**config.mk**
```make
export PLATFORM = sky130hd
export DESIGN_NAME = rtc_bus_master
export DESIGN_NICKNAME = d
export VERILOG_FILES = /design/src/rtl/rtc_bus_master.sv
export SDC_FILE = /design/constraint.sdc
export NUM_CORES = 1
export LEC_CHECK = 0
export CAP_MARGIN = 20
export CORE_ASPECT_RATIO = 0.5
export CORE_UTILIZATION = 42
export CTS_BUF_LIST = sky130_fd_sc_hd__clkbuf_16
export CTS_CLUSTER_SIZE = 25
export DETAILED_ROUTE_END_ITERATION = 7
export PLACE_DENSITY = 0.69
export RECOVER_POWER = 50
export SETUP_SLACK_MARGIN = 0.2
export SLEW_MARGIN = 20
export SYNTH_ARGS = -nofsm -noshare
export SYNTH_HDL_FRONTEND = slang
export SYNTH_SLANG_ARGS = --single-unit
```
**constraint.sdc**
```tcl
create_clock -name clk_i -period 2.9 [get_ports clk_i]
set_clock_uncertainty 0.05 [all_clocks]
set_input_delay 0.435 -clock clk_i [delete_from_list [all_inputs] [get_ports clk_i]]
set_output_delay 0.435 -clock clk_i [all_outputs]
set_load 0.05 [all_outputs]
```
**src/rtl/rtc_bus_master.sv**
```systemverilog
// rtc_bus_master: autonomous initiator that loads or coherently reads the slot RTC over its nibble bus
//   clk_i, reset_n           : 25 MHz clock, asynchronous active-low reset
//   set_req_i / read_req_i   : one-clock request pulses (set wins when both arrive together)
//   time_set_i / time_o      : 13 BCD nibbles, MSB = register 2 ... LSB = register E
//   busy_o, done_o, err_o    : sequence status, completion pulse, read retries exhausted
//   bus_cs_o, bus_addr_o, bus_rw_n_o, bus_db_o, bus_db_i, bus_ph2_o : RTC register interface
module rtc_bus_master #(
  parameter int PHASE_CLKS = 4,
  parameter int MAX_RETRY  = 3
) (
  input  logic        clk_i,
  input  logic        reset_n,
  input  logic        set_req_i,
  input  logic        read_req_i,
  input  logic [51:0] time_set_i,
  output logic [51:0] time_o,
  output logic        busy_o,
  output logic        done_o,
  output logic        err_o,
  output logic        bus_cs_o,
  output logic [3:0]  bus_addr_o,
  output logic        bus_rw_n_o,
  output logic [7:0]  bus_db_o,
  input  logic [7:0]  bus_db_i,
  output logic        bus_ph2_o
);
  localparam int RW = MAX_RETRY > 0 ? $clog2(MAX_RETRY + 1) : 1;
  localparam logic [3:0] PH_LAST = 4'(PHASE_CLKS - 1);
  localparam logic [RW-1:0] RETRY_MAX = RW'(MAX_RETRY);
  typedef enum logic [2:0] {IDLE, ACCESS_LO, ACCESS_HI, GAP, DONE} state_t;
  state_t r_state, w_next;
  logic [3:0] r_ph, r_idx, r_ref;
  logic [RW-1:0] r_retry;
  logic r_is_rd, r_err;
  logic [51:0] r_set, r_shadow, r_time;
  logic w_req, w_ph_end, w_last_acc, w_match, w_final;
  logic [3:0] w_addr, w_nib;
  logic [7:0] w_db;
  logic w_unused;
  assign w_unused = &{1'b0, bus_db_i[7:4]};
  assign w_req = set_req_i | read_req_i;
  assign w_ph_end = r_ph == PH_LAST;
  assign w_nib = bus_db_i[3:0];
  assign w_last_acc = r_idx == (r_is_rd ? 4'd14 : 4'd13);
  assign w_match = w_nib == r_ref;
  // the sweep ends once seconds are stable, writes always end, and a read gives up at the retry limit
  assign w_final = w_last_acc && (!r_is_rd || w_match || r_retry == RETRY_MAX);
  // read sweep: reference seconds-ones, registers 2..E, then a closing re-read of seconds-ones
  assign w_addr = r_is_rd ? ((r_idx == 4'd0 || r_idx == 4'd14) ? 4'hE : r_idx + 4'd1)
                          : (r_idx == 4'd13 ? 4'h0 : r_idx + 4'd2);
  assign w_db = r_is_rd ? 8'h00 : (r_idx == 4'd13 ? 8'h80 : {4'h0, r_set[51:48]});
  assign time_o = r_time;
  assign err_o = r_err;
  always_comb begin
    w_next = r_state;
    busy_o = r_state != IDLE;
    done_o = r_state == DONE;
    bus_cs_o = 1'b0;
    bus_ph2_o = 1'b0;
    bus_rw_n_o = 1'b1;
    bus_addr_o = 4'h0;
    bus_db_o = 8'h00;
    case (r_state)
      IDLE: w_next = w_req ? ACCESS_LO : IDLE;
      ACCESS_LO: begin
        w_next = w_ph_end ? ACCESS_HI : ACCESS_LO;
        bus_cs_o = 1'b1;
        bus_rw_n_o = r_is_rd;
        bus_addr_o = w_addr;
        bus_db_o = w_db;
      end
      ACCESS_HI: begin
        w_next = w_ph_end ? (w_final ? DONE : GAP) : ACCESS_HI;
        bus_cs_o = 1'b1;
        bus_ph2_o = 1'b1;
        bus_rw_n_o = r_is_rd;
        bus_addr_o = w_addr;
        bus_db_o = w_db;
      end
      GAP: begin
        w_next = ACCESS_LO;
        bus_addr_o = w_addr;
        bus_db_o = w_db;
      end
      DONE: begin
        w_next = IDLE;
        bus_addr_o = w_addr;
        bus_db_o = w_db;
      end
      default: w_next = IDLE;
    endcase
  end
  always_ff @(posedge clk_i or negedge reset_n) begin
    if (!reset_n) r_state <= IDLE;
    else r_state <= w_next;
  end
  always_ff @(posedge clk_i or negedge reset_n) begin
    if (!reset_n) begin
      r_ph <= 4'd0;
      r_idx <= 4'd0;
      r_ref <= 4'd0;
      r_retry <= '0;
      r_is_rd <= 1'b0;
      r_err <= 1'b0;
      r_set <= '0;
      r_shadow <= '0;
      r_time <= '0;
    end else begin
      if (r_state == IDLE && w_req) begin
        r_is_rd <= !set_req_i;
        r_set <= time_set_i;
        r_err <= 1'b0;
        r_idx <= 4'd0;
        r_retry <= '0;
        r_ph <= 4'd0;
      end
      if (r_state == ACCESS_LO || r_state == ACCESS_HI) r_ph <= w_ph_end ? 4'd0 : r_ph + 4'd1;
      if (r_state == ACCESS_HI && w_ph_end && r_is_rd) begin
        if (r_idx == 4'd0) r_ref <= w_nib;
        else if (w_last_acc) r_shadow[3:0] <= w_nib;
        else r_shadow <= {r_shadow[47:0], w_nib};
        if (w_final) begin
          r_time <= {r_shadow[51:4], w_nib};
          r_err <= !w_match;
        end
      end
      // GAP only follows a non-final access, so reaching it on the last access means a retry
      if (r_state == GAP) begin
        r_set <= {r_set[47:0], 4'h0};
        r_idx <= w_last_acc ? 4'd0 : r_idx + 4'd1;
        if (w_last_acc && r_retry != RETRY_MAX) r_retry <= r_retry + RW'(1);
      end
    end
  end
endmodule

```
---- Word-level counts from Yosys, hierarchy flattened ----
Index checks and enable logic that the tools add are counted.
operators by class
  equal/unequal tests ..................... 11
  $add $sub $neg .......................... 4
  reduce and logical (&&, ||, !) cells .... 23
  muxes and demuxes ....................... 29
  bitwise logic cells ..................... 3
operator list
  operator             number
  $mux 52              2
  $mux 4               9
  $mux 8               3
  $pmux 3 s4           1
  $mux 2               5
  $add 4x1->4 const B  2
  $eq 4x4->1           2
  $eq 4x4->1 const B   2
  $mux 1               7
  $eq 3x2->1 const B   2
  $mux 3               2
  $reduce_and 2->1     3
  $logic_and 1x1->1    5
  $add 4x2->4 const B  1
  $eq 4x2->1 const B   1
  $logic_not 4->1      1
  $logic_or 1x1->1     4
  $reduce_bool 2->1    2
  $reduce_or 4->1      1
  $eq 3x1->1 const B   1
  $eq 3x3->1 const B   1
  $logic_not 1->1      3
  $logic_not 3->1      1
  $reduce_and 3->1     1
  7 further kinds      8
word-level totals
  flip-flop bits (word level) ............. 175
  input bits .............................. 64
  logic and storage cells ................. 81

---- Longest topological paths before layout ----
Gate-level depths: netlist of run 1.
  depth after elaboration ................. 7
  depth in mapped cells ................... 8
  mapped depth without buffers ............ 6

---- Worst setup path after synthesis of run 1 ----
OpenSTA, ideal clock, no wires.
  path type ............................... register to output
  start point ............................. register r_idx[0]
  end point ............................... output port bus_addr_o[1]
  stages on the path, launching flop included .. 6
  required time ........................... 2.415 ns
  data arrival time ....................... 2.498 ns
  path slack .............................. -0.083 ns
  path buffers ............................ 0
  cells stage by stage .................... dfrtp_1 inv_1 ha_1 or3b_4 and3_1 a211oi_1
on the way
  cells in the longest elaborated chain, start to end .. 5
  elaborated cells between the ends (all ways) .. 10
  those cells by class .................... add/sub: 2; eq/ne: 2; mux: 4; reduce/logical: 2
RTL lines
  element                                              RTL line  RTL
  start: declaration                                   32        logic [3:0] r_ph, r_idx, r_ref;
  start signal: assignment                             130       r_idx <= w_last_acc ? 4'd0 : r_idx + 4'd1;
  branches (longest 3 deep; another with $add 4x2->4)  n/a
  $mux 4 *                                             49        assign w_addr = r_is_rd ? ((r_idx == 4'd0 || r_idx == 4'd14) ? 4'hE : r_idx + 4'd1)
  $mux 4 *                                             63        case (r_state)
  end: declaration                                     21        output logic [3:0] bus_addr_o,
Mark *: on every way between the ends.

---- Worst setup path after layout of run 1 ----
  start point ............................. register r_is_rd
  end point ............................... register r_shadow[29]
on the way
  cells in the longest elaborated chain, start to end .. 4
  elaborated cells between the ends (all ways) .. 5
  those cells by class .................... eq/ne: 1; mux: 1; bitwise: 1; reduce/logical: 2
RTL lines
  element                              RTL line  RTL
  start: declaration                   34        logic r_is_rd, r_err;
  start signal: assignment             110       r_is_rd <= !set_req_i;
  $mux 2                               44        assign w_last_acc = r_idx == (r_is_rd ? 4'd14 : 4'd13);
  $eq 4x4->1                           44
  $not 1->1 (no source line)           n/a
  $reduce_and 3->1 (no source line) *  n/a
  end signal: assignment               121       else r_shadow <= {r_shadow[47:0], w_nib};
  end: declaration                     35        logic [51:0] r_set, r_shadow, r_time;
Mark *: on every way between the ends. The rest lies on a longest branch, timed or not.
A chain may end at the register's enable or synchronous reset.

==> PnR_summary.wiki, run 1 <==
{| class="wikitable"
! Metric !! Value
|-
| Number of distinct library cells after synthesis || 52
|-
| Reg-to-Reg Start || r_is_rd
|-
| Finished Core Util || 56.0%
|-
| Die Outline Area || 0.0193 mm²
|-
| Dominant combinational cell family by area after synthesis || multiplexers
|-
| Simple logic cell fraction of the synthesized area || 11.9%
|-
| Seq/Total Area, Yosys || 55.7%
|-
| Type of element launching the critical path || register
|-
| Prevailing post-synth register cell || sky130_fd_sc_hd__dfrtp_1
|-
| Highest attainable clock frequency || 378 MHz
|-
| Part of the total power dissipated in combinational logic || 32.0%
|-
| Average cell area after synthesis || 12.3 µm²
|-
| Max-slew violation count || 72
|-
| Min Clock Period, post-route || 2.64 ns
|-
| Routed len/inst || 15.5 µm
|-
| Area fraction of the dominant cell type after synthesis || 55.7%
|-
| Clk_lat worst skew || 0.42 ns
|-
| Internal portion of total power || 5.28 mW
|-
| Peak ir drop on the vdd network || 0.431 mV
|-
| Number of non-filler instances in the completed layout || 1,009
|-
| Post-synthesis instance area || 0.00786 mm²
|-
| Clk sinks || 175
|-
| Clock group share of total power || 27.2%
|-
| Transition at the pin with the smallest max-transition slack || 1.88 ns
|-
| Number of nets with antenna violations after routing || 0
|-
| Number of synthesis warnings || 0
|-
| Vias || 5,067
|-
| CTS buffer count || 17
|-
| Slowest Stage Delay on Critical Path || 0.63 ns
|-
| Via count of the first global-routing pass || 5,187
|-
| Placed Instance Area || 0.00938 mm²
|-
| Fraction of registers with async set or reset after synthesis || 100%
|-
| Max-cap check violation count || 1
|-
| Overflow after GRT || 0
|-
| Inst Count DP || 971
|-
| Launching element of the worst setup path || r_is_rd
|-
| Pin count of the biggest net entering global routing || 76
|-
| Number of enable flip-flop cells after synthesis || 0
|-
| Overall Global Routing Usage || 17.1%
|-
| Post-route cell area || 0.00998 mm²
|-
| Class of the tightest hold or removal check || reg -> reg
|-
| Signal arrival time at the worst endpoint || 2.90 ns
|-
| Switching power || 2.79 mW
|-
| Total count of hold-check failures in the final report || 0
|-
| Nets@finish || 833
|-
| Mux cell area share after synthesis || 19.3%
|-
| Clock Tree Root || sky130_fd_sc_hd__clkbuf_16
|-
| Fraction of synthesized cell area in xor and xnor cells || 1.00%
|-
| Run status || complete, but fails checks
|-
| Biggest area contributors in the synthesized netlist || sky130_fd_sc_hd__dfrtp_1 (56%), sky130_fd_sc_hd__mux2_4 (13%), sky130_fd_sc_hd__mux2_2 (5.4%)
|-
| Power per cell area || 809 mW/mm²
|-
| Fin Hold WS || 0.441 ns
|-
| Required time at the endpoint of the critical path || 3.15 ns
|-
| Antenna fix cells || 0
|-
| Top cell type by total area after synthesis || sky130_fd_sc_hd__dfrtp_1
|-
| Count of routing violations after the opening detailed-route iteration || 213
|-
| Area growth from synthesis to layout || 27.0%
|-
| Width of the die || 195 µm
|-
| Post-detailed-route via-to-cell ratio || 5.02
|-
| Number of register bits inferred by synthesis || 175
|-
| Min-delay src || r_retry[0]
|-
| Maximum number of buffers from clock root to sink || 2
|-
| Hold buffers post-CTS || 0
|-
| Rows || 34
|-
| Cell with the most instances after synthesis || sky130_fd_sc_hd__dfrtp_1
|-
| Violations in the final reports || capacitance limit, slew limit
|-
| Initial antenna violation count || 0
|-
| # H-tree levels || 4
|-
| Wire length of the first global-routing pass || 26.2 mm
|-
| Number of buffer cells added on primary ports || 126
|-
| Critical-path cell with the highest stage delay || sky130_fd_sc_hd__o211ai_1
|-
| Crit Path Class || reg -> reg
|-
| Initial core utilization || 44.1%
|-
| IO Count || 134
|-
| Height of the die || 98.7 µm
|-
| Critical path capture point type || register
|-
| Count of unresolved DRC violations after routing || 0
|-
| Static power due to leakage || 4.59 nW
|-
| Core region area || 0.0178 mm²
|-
| Switching share of power || 34.6%
|-
| Reg power frac || 40.8%
|-
| DR pass1 iterations || 5
|-
| Final weighted congestion in routability-driven placement || 0.790
|-
| Clock tree from TritonCTS || yes
|-
| Crit-path cells || and3b_1, o211ai_1, nor2b_4, buf_12, mux2_2
|-
| Largest fanout of any net on the critical path || 48
|-
| Post-route clock period utilization || 91.2%
|-
| Unrepaired setup endpoints after global routing || false
|-
| Adder-cell share of the synthesized area || 1.11%
|-
| Gate count after technology mapping || 641
|-
| Worst slew margin relative to its limit || -25.6%
|-
| Fraction of layout instances using a drive strength above 1 || 23.1%
|-
| Most numerous cell types in the synthesized netlist || sky130_fd_sc_hd__dfrtp_1 (175), sky130_fd_sc_hd__nand2_1 (112), sky130_fd_sc_hd__mux2_4 (70), sky130_fd_sc_hd__nor2_1 (57), sky130_fd_sc_hd__a31oi_1 (48)
|-
| Routed Wire Length || 15.6 mm
|-
| Filler instances || 1,497
|-
| Design Power || 8.07 mW
|-
| Final number of setup-violating endpoints || 0
|-
| Detailed placement HPWL || 10.2 mm
|-
| Fraction of the mapped netlist area in compound gates || 6.40%
|-
| Clock transition at the registers of the reported paths || 0.07 ns
|}
-- placed cells by master, fill, tap and decap left out, types with 3 or more instances in the layout --
cell type,n
sky130_fd_sc_hd__dfrtp_1,174
sky130_fd_sc_hd__clkdlybuf4s50_1,113
sky130_fd_sc_hd__nand2_1,111
sky130_fd_sc_hd__mux2_4,70
sky130_fd_sc_hd__nor2_1,57
sky130_fd_sc_hd__a31oi_1,48
sky130_fd_sc_hd__mux2_2,38
sky130_fd_sc_hd__clkbuf_16,17
sky130_fd_sc_hd__buf_12,13
sky130_fd_sc_hd__nand3_1,10
sky130_fd_sc_hd__a21oi_1,10
sky130_fd_sc_hd__buf_4,9
sky130_fd_sc_hd__ha_1,7
sky130_fd_sc_hd__inv_1,6
sky130_fd_sc_hd__xnor2_1,6
sky130_fd_sc_hd__and2_1,6
sky130_fd_sc_hd__inv_6,5
sky130_fd_sc_hd__nor2b_1,4
sky130_fd_sc_hd__mux2i_1,4
sky130_fd_sc_hd__clkbuf_2,4
sky130_fd_sc_hd__or3_1,3
sky130_fd_sc_hd__a211oi_4,3
sky130_fd_sc_hd__conb_1,3
sky130_fd_sc_hd__clkinv_4,3
-- power by group through the flow --
stage | clock [mW] | sequential (mW) | combinational [mW]
floorplan | 0 | 3.19 | 1.72
global placement | 0 | 3.31 | 2.43
detailed placement | 0 | 3.33 | 2.50
CTS | 2.25 | 3.29 | 2.56
global route | 2.36 | 3.36 | 2.85
finish | 2.20 | 3.29 | 2.58
-- path summary, 6_finish.rpt --
path | end | slack [ns] | cells after the start
worst min-delay path | r_retry[0] | 0.44 | 1
min in group asynchronous | r_set[7] | 0.47 | 1
max in group asynchronous | r_shadow[22] | 0.60 | 2
worst min register to register | r_retry[0] | 0.44 | 1
worst max register to register | r_shadow[29] | 0.26 | 5
worst max-delay path | r_shadow[29] | 0.26 | 5
-- logic make-up after synthesis --
logic type,count (synthesis)
compound gates,77
xor+xnor,9
fa+ha+maj,7
buf+inv,50
flops,175
mux,112
other cells,1
simple gates,210
-- routing by layer --
| layer | GRT usage [%] | routed length [µm] |
|---|---|---|
| met5 | 0 | 0 |
| met4 | 4.85 | 168 |
| met3 | 3.94 | 516 |
| met2 | 27.1 | 7500 |
| met1 | 23.7 | 7460 |
-- stage by stage --
stage | TNS, ns | setup WS (ns)
2_1_floorplan | -0.0792 | -0.0396
5_1_grt | 0 | 0.132
3_5_place_dp | 0 | 0.367
6_report | 0 | 0.257
4_1_cts | 0 | 0.131
3_3_place_gp | 0 | 0.398
-- sequential cells by signal, summed over array words and instances, names as in the netlist, 2 cells and up --
name / flops
r_set: 52
r_idx: 4
r_ph: 4
r_ref: 4
r_shadow: 52
time_o: 52
r_state: 3
r_retry: 2
-- repair_timing --
action | CTS | global route
pin swaps | 1 | 2
setup endpoints to repair | 6 | 12
buffers inserted | 1 | 5
resized for setup | 10 | 6
-- worst max-delay path, delay by kind of cell (launching register included) --
| kind | cells | cell delay, ns |
|---|---|---|
| AOI/OAI and AO/OA | 1 | 0.63 |
| buffers and inverters | 1 | 0.30 |
| DFF | 1 | 0.55 |
| muxes | 1 | 0.39 |
| and+or+nand+nor | 2 | 0.57 |
-- final cells by class --
| class | instances | area, µm² | share of cell area, % |
|---|---|---|---|
| Tap cell | 234 | 293 | 2.93 |
| Clock buffer | 17 | 425 | 4.26 |
| Clock inverter | 15 | 135 | 1.35 |
| Multi-Input combinational cell | 418 | 3200 | 32.0 |
| Timing Repair Buffer | 143 | 1520 | 15.2 |
| Inverter | 7 | 26.3 | 0.263 |
| Sequential cell | 175 | 4380 | 43.9 |
No activity file was read; power rests on OpenSTA's default activity.
==> run 2, diff against run 1 <==
Settings changed: CTS_CLUSTER_SIZE 25 to 40.
==> results of run 2 <==
Same layout as run 1: the final DEF is identical, and so are final timing and power.
==> run 3, diff against run 2 <==
Settings changed: CORE_UTILIZATION 42 to 35, PLACE_DENSITY 0.69 to 0.6.
==> run 3 against run 2 <==
  * The flow now finishes without violations
  * Fmax grew 0.36%
  * Utilization down 9.8 points
  * Sequential share of layout area down 0.42 points
  * Design area up 0.99%
  * Final cell count is 6.9% higher
  * Flip-flop and latch count did not move
  * Routed wire length rose by 0.36%
  * Largest power group unchanged
==> PnR_summary.wiki, run 3 (same netlist as run 1, synthesis figures left out) <==
{| class="wikitable"
! Metric !! Value
|-
| Overall Global Routing Usage || 14.3% (-2.9 points)
|-
| Overflow after GRT || 0 (unchanged)
|-
| DR pass1 iterations || 5 (unchanged)
|-
| Max-cap check violation count || 0 (-1)
|-
| Clk sinks || 175 (unchanged)
|-
| Height of the die || 108 µm (+9.3%)
|-
| Fraction of layout instances using a drive strength above 1 || 24.0% (+0.91 points)
|-
| Transition at the pin with the smallest max-transition slack || 1.43 ns (-0.452 ns)
|-
| Max-slew violation count || 0 (-100%)
|-
| Largest fanout of any net on the critical path || 7 (-85%)
|-
| Sum Neg Setup Slack || 0 ns (unchanged)
|-
| Min Clock Period, post-route || 2.63 ns (-0.00947 ns)
|-
| Vias || 5,079 (+0.24%)
|-
| Count of routing violations after the opening detailed-route iteration || 264 (+24%)
|-
| Wire length of the first global-routing pass || 26.1 mm (-0.42%)
|-
| Unrepaired setup endpoints after global routing || true
|-
| Finished Core Util || 46.2% (-9.8 points)
|-
| Nets@finish || 837 (+0.48%)
|-
| Worst slew margin relative to its limit || 4.51% (+30 points)
|-
| Static power due to leakage || 4.58 nW (-0.26%)
|-
| Clock transition at the registers of the reported paths || 0.07 ns (about the same)
|-
| Number of buffer cells added on primary ports || 126 (unchanged)
|-
| Total count of hold-check failures in the final report || 0 (unchanged)
|-
| Count of unresolved DRC violations after routing || 0 (unchanged)
|-
| Commonest cells after routing, fill and taps aside || sky130_fd_sc_hd__dfrtp_1 (173), sky130_fd_sc_hd__clkdlybuf4s50_1 (114), sky130_fd_sc_hd__nand2_1 (111)
|-
| FF-to-FF setup slack || 0.38 ns (+0.12 ns)
|-
| Core region area || 0.0218 mm² (+22%)
|-
| Clock Tree Root || sky130_fd_sc_hd__clkbuf_16
|-
| Most frequent standard cell in the layout excluding fill and tap cells || sky130_fd_sc_hd__dfrtp_1
|-
| IO Count || 134 (unchanged)
|-
| Area growth from synthesis to layout || 28.2%
|-
| Final weighted congestion in routability-driven placement || 0.774 (-1.9%)
|-
| Antenna fix cells || 0 (unchanged)
|-
| Pre-CTS WS || 0.305 ns (-0.0620 ns)
|-
| Signal arrival time at the worst endpoint || 2.15 ns (-0.75 ns)
|-
| Routed Wire Length || 15.7 mm (+0.36%)
|-
| Class of the tightest hold or removal check || in -> async
|-
| Initial core utilization || 36.0% (-8.1 points)
|-
| Detailed placement HPWL || 10.3 mm (+1.9%)
|-
| Final number of setup-violating endpoints || 0 (unchanged)
|-
| Post-detailed-route via-to-cell ratio || 4.71 (-6.3%)
|-
| # H-tree levels || 4 (unchanged)
|-
| Power per cell area || 793 mW/mm² (-2.0%)
|-
| Pin count of the biggest net entering global routing || 60 (-21%)
|-
| Peak ir drop on the vdd network || 0.483 mV (+12%)
|-
| Via count of the first global-routing pass || 5,140 (-0.91%)
|-
| Highest attainable clock frequency || 380 MHz (+0.36%)
|-
| Maximum number of buffers from clock root to sink || 2 (unchanged)
|-
| Die Outline Area || 0.0231 mm² (+20%)
|-
| Crit Path Class || reg -> out
|-
| Type of element launching the critical path || register
|-
| Number of nets with antenna violations after routing || 0 (unchanged)
|-
| Setup slack after layout || 0.266 ns (+0.00947 ns)
|-
| Initial antenna violation count || 0 (unchanged)
|-
| Routed len/inst || 14.6 µm (-6.1%)
|-
| Rows || 38 (+12%)
|-
| Width of the die || 214 µm (+9.4%)
|-
| Clock tree from TritonCTS || yes
|-
| CTS buffer count || 17 (unchanged)
|-
| Number of non-filler instances in the completed layout || 1,079 (+6.9%)
|-
| Post-route clock period utilization || 90.8% (-0.33 points)
|-
| Critical path capture point type || output pin
|-
| Run status || completed
|-
| Clk_lat worst skew || 0.43 ns (about the same)
|-
| Fin Hold WS || 0.408 ns (-0.0333 ns)
|-
| Required time at the endpoint of the critical path || 2.41 ns (-0.74 ns)
|-
| Inst Count DP || 1,040 (+7.1%)
|}
## run 3: cell types whose count changed in the layout (fill, tap and decap cells not counted), moves of 2 or more
cell / delta
sky130_fd_sc_hd__buf_4: +4
sky130_fd_sc_hd__inv_6: -4
sky130_fd_sc_hd__buf_12: -3
sky130_fd_sc_hd__clkinv_2: +3
sky130_fd_sc_hd__clkinvlp_4: +2
## run 3: repair_timing
item,4_1_cts,5_1_grt
hold endpoints to repair,34,0
setup endpoints to repair,10,10
resized for setup,11,11
setup buffers,1,5
cloned,0,0
hold buffers,1,0
pin swaps,1,2
## run 3: critical path, cell delays in order, from the launching register on
cell	delay [ns]
sky130_fd_sc_hd__dfrtp_1	0.50
sky130_fd_sc_hd__nor2_2	0.26
sky130_fd_sc_hd__and2_1	0.16
sky130_fd_sc_hd__clkdlybuf4s50_1	0.80
## run 3: through the flow
stage | total power [mW] | area [µm²]
floorplan | 4.91 | 7870
global placement | 5.73 | 9450
detailed placement | 5.78 | 9450
CTS | 8.02 | 10000
global route | 8.51 | 10100
finish | 7.99 | 10100
## run 3: final timing paths
path / endpoint / from / depth (start not counted)
hold reg to reg: r_shadow[4] / r_shadow[0] / 1
setup reg to reg: r_shadow[34] / r_ph[0] / 6
setup / recovery: done_o / r_state[0] / 3
min in group clk_i: r_shadow[4] / r_shadow[0] / 1
hold / removal: time_o[32] / reset_n / 2
max in group asynchronous: r_shadow[6] / reset_n / 3
## run 3: power breakdown
part | internal, mW | switching, mW
logic | 1.13 | 1.42
registers | 2.94 | 0.348
clock network | 1.17 | 0.971
total | 5.25 | 2.74
## run 3: routing by layer
metal	global-route usage [%]	routed length [µm]	vias to the layer above
li1	-	-	2462
met1	19.2	7620	2533
met2	22.2	7390	74
met3	3.80	500	10
met4	5.09	187	0
met5	0	0	-
## run 3: area by class of cell
class	count	area, µm²
clock buffer	17	425
clock inverter	15	124
fill	1968	11700
inverter	7	28.8
multi-input combinational	418	3230
sequential	175	4380
tap	300	375
timing repair buffer	147	1510
==> patch 1, RTL diff (flow settings as in run 3) <==
`MAX_RETRY`: 3 -> 6.
--- a/src/rtl/rtc_bus_master.sv
+++ b/src/rtl/rtc_bus_master.sv
@@ -7,5 +7,5 @@
 module rtc_bus_master #(
   parameter int PHASE_CLKS = 4,
-  parameter int MAX_RETRY  = 3
+  parameter int MAX_RETRY  = 6
 ) (
   input  logic        clk_i,
Check against the original RTL: no difference found for any inputs over 10 cycles, from zero or initial values and one cycle with reset_n low; that may be too few to reach the edited logic, so the function may still have changed.
==> patch 1 against run 3 <==
The run now ends with max-capacitance violations, max-slew violations left. Highest routed layer unchanged. Sequential cell count rose by 1. Cell area fell by 0.22%. Routed wire length rose by 5.3%. Total power rose by 5.7%. Combinational power rose by 13%. Largest cell class unchanged. Critical endpoint is now bus_addr_o[2]. Final cell count rose by 0.37%. Area after synthesis fell by 1.9%. Sequential power barely moved. Setup slack got worse by 6.4 ps.
==> patch 1: results (changes against run 3) <==
.. list-table::
   :header-rows: 1

   * - Metric
     - Value
   * - Number of distinct library cells after synthesis
     - 51 (-1.9%)
   * - Pwr per Cell Area
     - 839.8 mW/mm^2 (+5.9%)
   * - Peak fanout along the critical path
     - 4 (-3)
   * - Pre-CTS setup slack
     - 290.4 ps (-14.24 ps)
   * - Placed Instances
     - 1045 (+0.48%)
   * - Post-route non-filler standard cell count
     - 1083 (+0.37%)
   * - Static power due to leakage
     - 4.577 nW (about the same)
   * - Input/output buffers
     - 126 (unchanged)
   * - Vias per cell
     - 4.810 (+2.2%)
   * - Top post-synthesis cells by count
     - sky130_fd_sc_hd__dfrtp_1 (176), sky130_fd_sc_hd__nand2_1 (114), sky130_fd_sc_hd__mux2_2 (70)
   * - Arrival time at the worst endpoint
     - 2160 ps
   * - Power dissipated by switching net loads
     - 2.975 mW (+8.4%)
   * - Wire length of the first global-routing pass
     - 27.43 mm (+5.2%)
   * - Maximum VDD drop
     - 0.4550 mV (-5.8%)
   * - Iteration-0 DRC count of the detailed router
     - 214 (-19%)
   * - Vias in the first global route
     - 5368 (+4.4%)
   * - Crit-path max cell delay
     - 420 ps (-380 ps)
   * - Failing checks
     - max-capacitance violations, max-slew violations
   * - Reported max-cap violation count
     - 1 (+1)
   * - Top area cells in the synthesized netlist
     - sky130_fd_sc_hd__dfrtp_1 (57%), sky130_fd_sc_hd__mux2_2 (10%), sky130_fd_sc_hd__nand2_1 (5.5%), sky130_fd_sc_hd__a31oi_1 (4.1%), sky130_fd_sc_hd__mux2_4 (3.9%)
   * - Sum of routed wire segments on met1
     - 7.856 mm (+3.1%)
   * - Top Family by Delay on Critical Path
     - simple AND/OR/NAND/NOR gates
   * - Status
     - finished with violations
   * - Layout cell share with drive strength beyond 1
     - 0.2162 (-0.02387)
   * - Largest net degree at the start of global routing
     - 65 (+8.3%)
   * - Final net count
     - 850 (+1.6%)
   * - Weighted congestion at the end of routability-driven global placement
     - 0.7671 (-0.94%)
   * - Total combinational power
     - 2.87 mW (+13%)
   * - Iteration count of the initial detailed-routing pass
     - 4 (-1)
   * - Clock transition at the registers of the reported paths
     - 70 ps (about the same)
   * - Final wirelength
     - 16.53 mm (+5.3%)
   * - Mean instance size in the synthesized netlist
     - 11.81 sq um (-3.7%)
   * - Class of the tightest hold or removal check
     - reg2reg
   * - Final slew viol count
     - 63 (+63)
   * - Clock-net power
     - 2.29 mW (+7%)
   * - Fillers
     - 1960 (-0.41%)
   * - Detailed-routed wire length on met3
     - 436 um (-13%)
   * - Sequential cell area fraction in the yosys report
     - 0.5711 (+0.01391)
   * - Met2 Routed Length
     - 8.054 mm (+8.9%)
   * - Relative slew slack
     - -0.1315 (-0.1767)
   * - GRT Util Overall
     - 0.1555 (+0.01294)
   * - Final HPWL from detailed placement
     - 10.66 mm (+3.1%)
   * - Critical-path cell with the highest stage delay
     - sky130_fd_sc_hd__dfrtp_2
==> patch 1: final timing paths <==
path	from	end	slack (ps)	cells after the start
worst max-delay path	r_idx[1]	bus_addr_o[2]	260	6
worst min-delay path	time_o[21]	time_o[21]	430	1
worst max register to register	r_ph[0]	r_shadow[29]	330	7
worst min register to register	time_o[21]	time_o[21]	430	1
max in group asynchronous	reset_n	r_set[23]	700	3
min in group asynchronous	reset_n	r_is_rd	930	2
==> patch 1: cell type report <==
type,count,area share
Clock buffer,17,0.04230
Timing Repair Buffer,146,0.1545
Multi-Input combinational cell,430,0.3098
Tap cell,292,0.03633
Clock inverter,15,0.01580
Sequential cell,176,0.4383
Inverter,7,0.002862
==> patch 1: metrics by stage <==
| stage | setup TNS, ps | utilization | area (sq um) |
|---|---|---|---|
| global placement | 0 | 0.4452 | 9378 |
| finish | 0 | 0.4774 | 10060 |
| detailed placement | 0 | 0.4452 | 9378 |
| global route | 0 | 0.4774 | 10060 |
| floorplan | -435.9 | - | 7725 |
| CTS | 0 | 0.4768 | 10040 |
==> patch 1: logic make-up after synthesis <==
group                    after synthesis  share of synthesized area
AND/OR/NAND/NOR                      215                     0.1244
multiplexers                         114                     0.1752
AO/OA/AOI/OAI                         83                    0.06895
other                                  1                  0.0004862
flip-flops                           176                     0.5711
XOR/XNOR                               7                   0.007950
adder cells (fa/ha/maj)                8                    0.01298
buffers and inverters                 49                    0.03894
==> patch 1: per-layer routing <==
metal	global-route usage	vias to the layer above
met1	0.2002	2619
met4	0.04710	0
met2	0.2595	69
li1	-	2506
met5	0	-
met3	0.03749	15
==> patch 1: repair_timing <==
action,CTS,global route
setup endpoints to repair,10,10
hold buffers,1,0
resized for setup,17,9
cloned,0,0
pin swaps,2,2
buffers inserted,2,3
hold endpoints to repair,61,0
==> patch 2, RTL diff (config.mk and constraints of run 3) <==
Made on the original files. Make the reset (`reset_n`) synchronous in 2 clocked blocks. Comments in the files are not updated.
--- a/src/rtl/rtc_bus_master.sv
+++ b/src/rtl/rtc_bus_master.sv
@@ -91,9 +91,9 @@
     endcase
   end
-  always_ff @(posedge clk_i or negedge reset_n) begin
+  always_ff @(posedge clk_i) begin
     if (!reset_n) r_state <= IDLE;
     else r_state <= w_next;
   end
-  always_ff @(posedge clk_i or negedge reset_n) begin
+  always_ff @(posedge clk_i) begin
     if (!reset_n) begin
       r_ph <= 4'd0;
Check against the original RTL: differs if reset_n is asserted again (counterexample within 4 cycles, from zero or initial values and one cycle with reset_n low); with reset_n held inactive, the same outputs for 10 cycles.
==> patch 2 against run 3 <==
Cell area down 8.1%. Fmax is 0.86% higher. Non-clock buffer count down 12. Area after synthesis is 8.3% lower. Via count increased by 12%. Register-to-register slack worse by 20 ps. Sequential cell count stayed put. Routed wire length grew 2.1%. Setup slack better by 23 ps. First-iteration DRC count decreased by 22%.
Power is not compared: it rests on default switching activity, and its combinational part moved more than twofold at a synthesized area within 25%.
==> patch 2: results (changes against run 3) <==
.. list-table::
   :header-rows: 1

   * - Metric
     - Value
   * - Status
     - finished, final reports clean
   * - GRT overflow
     - 0 (unchanged)
   * - Hold Crit Start
     - reset_n
   * - Final net count
     - 954 (+14%)
   * - Fillers
     - 1890 (-4.0%)
   * - Layout cell share with drive strength beyond 1
     - 0.07589 (-0.1642)
   * - Vias in the first global route
     - 5299 (+3.1%)
   * - Register-to-register setup slack
     - 360 ps (-20 ps)
   * - Most frequently used flop master after synthesis
     - sky130_fd_sc_hd__dfxtp_1
   * - Latest clock arrival within the worst-skew pair
     - 420 ps
   * - Total of warnings raised by yosys
     - 0 (unchanged)
   * - Area share of fa/ha/maj cells after synthesis
     - 0.01215 (+0.001010)
   * - Post-Synth XOR/XNOR Area
     - 0.007292 (-0.002737)
   * - Area of combinational cells with multiple inputs
     - 0.003386 sq mm (+4.8%)
   * - Class of the tightest hold or removal check
     - in2reg
   * - Top post-synthesis cells by count
     - sky130_fd_sc_hd__nand2_1 (223), sky130_fd_sc_hd__dfxtp_1 (175), sky130_fd_sc_hd__mux2i_1 (109)
   * - Reg-to-reg startpoint
     - r_state[2]
   * - Number of distinct library cells after synthesis
     - 46 (-12%)
   * - Peak fanout along the critical path
     - 8 (+1)
   * - Arrival time at the worst endpoint
     - 2130 ps (-20 ps)
   * - Weighted congestion at the end of routability-driven global placement
     - 0.7758 (+0.18%)
   * - Iteration-0 DRC count of the detailed router
     - 205 (-22%)
   * - Wire length of the first global-routing pass
     - 25.79 mm (-1.1%)
   * - CP Capture Point
     - busy_o
   * - Via Count
     - 5697 (+12%)
   * - Top area cells in the synthesized netlist
     - sky130_fd_sc_hd__dfxtp_1 (49%), sky130_fd_sc_hd__mux2i_1 (15%), sky130_fd_sc_hd__nand2_1 (12%), sky130_fd_sc_hd__a311oi_1 (6.1%), sky130_fd_sc_hd__nor2_1 (3.4%)
   * - Antenna violations before repair
     - 0 (unchanged)
   * - GRT Util Overall
     - 0.1509 (+0.008347)
   * - Final HPWL from detailed placement
     - 10.54 mm (+2.0%)
   * - WL/cell
     - 13.79 um (-5.2%)
   * - Critical path type
     - reg2out
   * - R2r endpoint
     - r_set[17]
   * - Largest net degree at the start of global routing
     - 104 (+73%)
   * - Post-cts repair resize count
     - 10 (-1)
   * - Async set-or-reset flop fraction in the synthesized netlist
     - 0 (-1.000)
   * - Input/output buffers
     - 126 (unchanged)
   * - Multiplexer fraction of the synthesized cell area
     - 0.1530 (-0.04030)
   * - Crit-path max cell delay
     - 740 ps (-60 ps)
   * - Worst r2r path cells
     - 6 (unchanged)
   * - Pin slew with the least headroom to its limit
     - 1047 ps (-384.9 ps)
   * - Sequential cell area fraction in the yosys report
     - 0.4861 (-0.07104)
   * - Buffer count from post-CTS setup fixing
     - 0 (-1)
   * - Fraction of the mapped netlist area in compound gates
     - 0.09583 (+0.03184)
[patch 2: cell count changes in the layout (fill, tap and decap cells not counted), sizes merged, moves of 46 or more]
cell	run 3	this run
dlygate4sd3	1	53
a311oi	0	50
dfrtp	175	0
dfxtp	0	175
mux2	108	1
mux2i	4	109
a31oi	48	2
clkdlybuf4s50	114	60
nand2	112	223
[patch 2: layer usage]
metal / global-route usage / wire length, um
met1: 0.1962 / 7774
met2: 0.2523 / 7544
met3: 0.03070 / 499
met4: 0.05185 / 208
met5: 0 / 0
[patch 2: area by class of cell]
type                            instances  area share
Timing Repair Buffer                  135      0.1552
Clock inverter                         15     0.01621
Tap cell                              266     0.03593
Sequential cell                       175      0.3788
Multi-Input combinational cell        548      0.3655
Inverter                                6    0.002431
Clock buffer                           17     0.04593
[patch 2: per-stage QoR]
stage	instances	hold slack [ps]	instance area [sq um]	worst slack, ps	util
2_1_floorplan	789	386.7	7214	45.49	-
3_3_place_gp	1129	392.7	8661	432.7	0.4370
3_5_place_dp	1130	396.5	8681	402.9	0.4380
4_1_cts	1162	347.2	9279	209.7	0.4682
5_1_grt	1162	376.4	9263	131.5	0.4674
6_report	1162	369.2	9263	288.6	0.4674
[patch 2: power by group through the flow]
| stage | sequential [mW] | clock, mW | combinational [mW] |
|---|---|---|---|
| after detailed placement | 2.56 | 0 | 0.429 |
| after global routing | 2.52 | 2.40 | 0.459 |
| after global placement | 2.56 | 0 | 0.421 |
| final | 2.51 | 2.24 | 0.424 |
| after floorplan | 2.55 | 0 | 0.254 |
| after CTS | 2.51 | 2.30 | 0.431 |
[patch 2: worst max-delay path, delay by kind of cell (launching register included)]
| family | cells | cell delay [ps] |
|---|---|---|
| buffers and inverters | 2 | 920 |
| and+or+nand+nor | 1 | 390 |
| DFF | 1 | 400 |
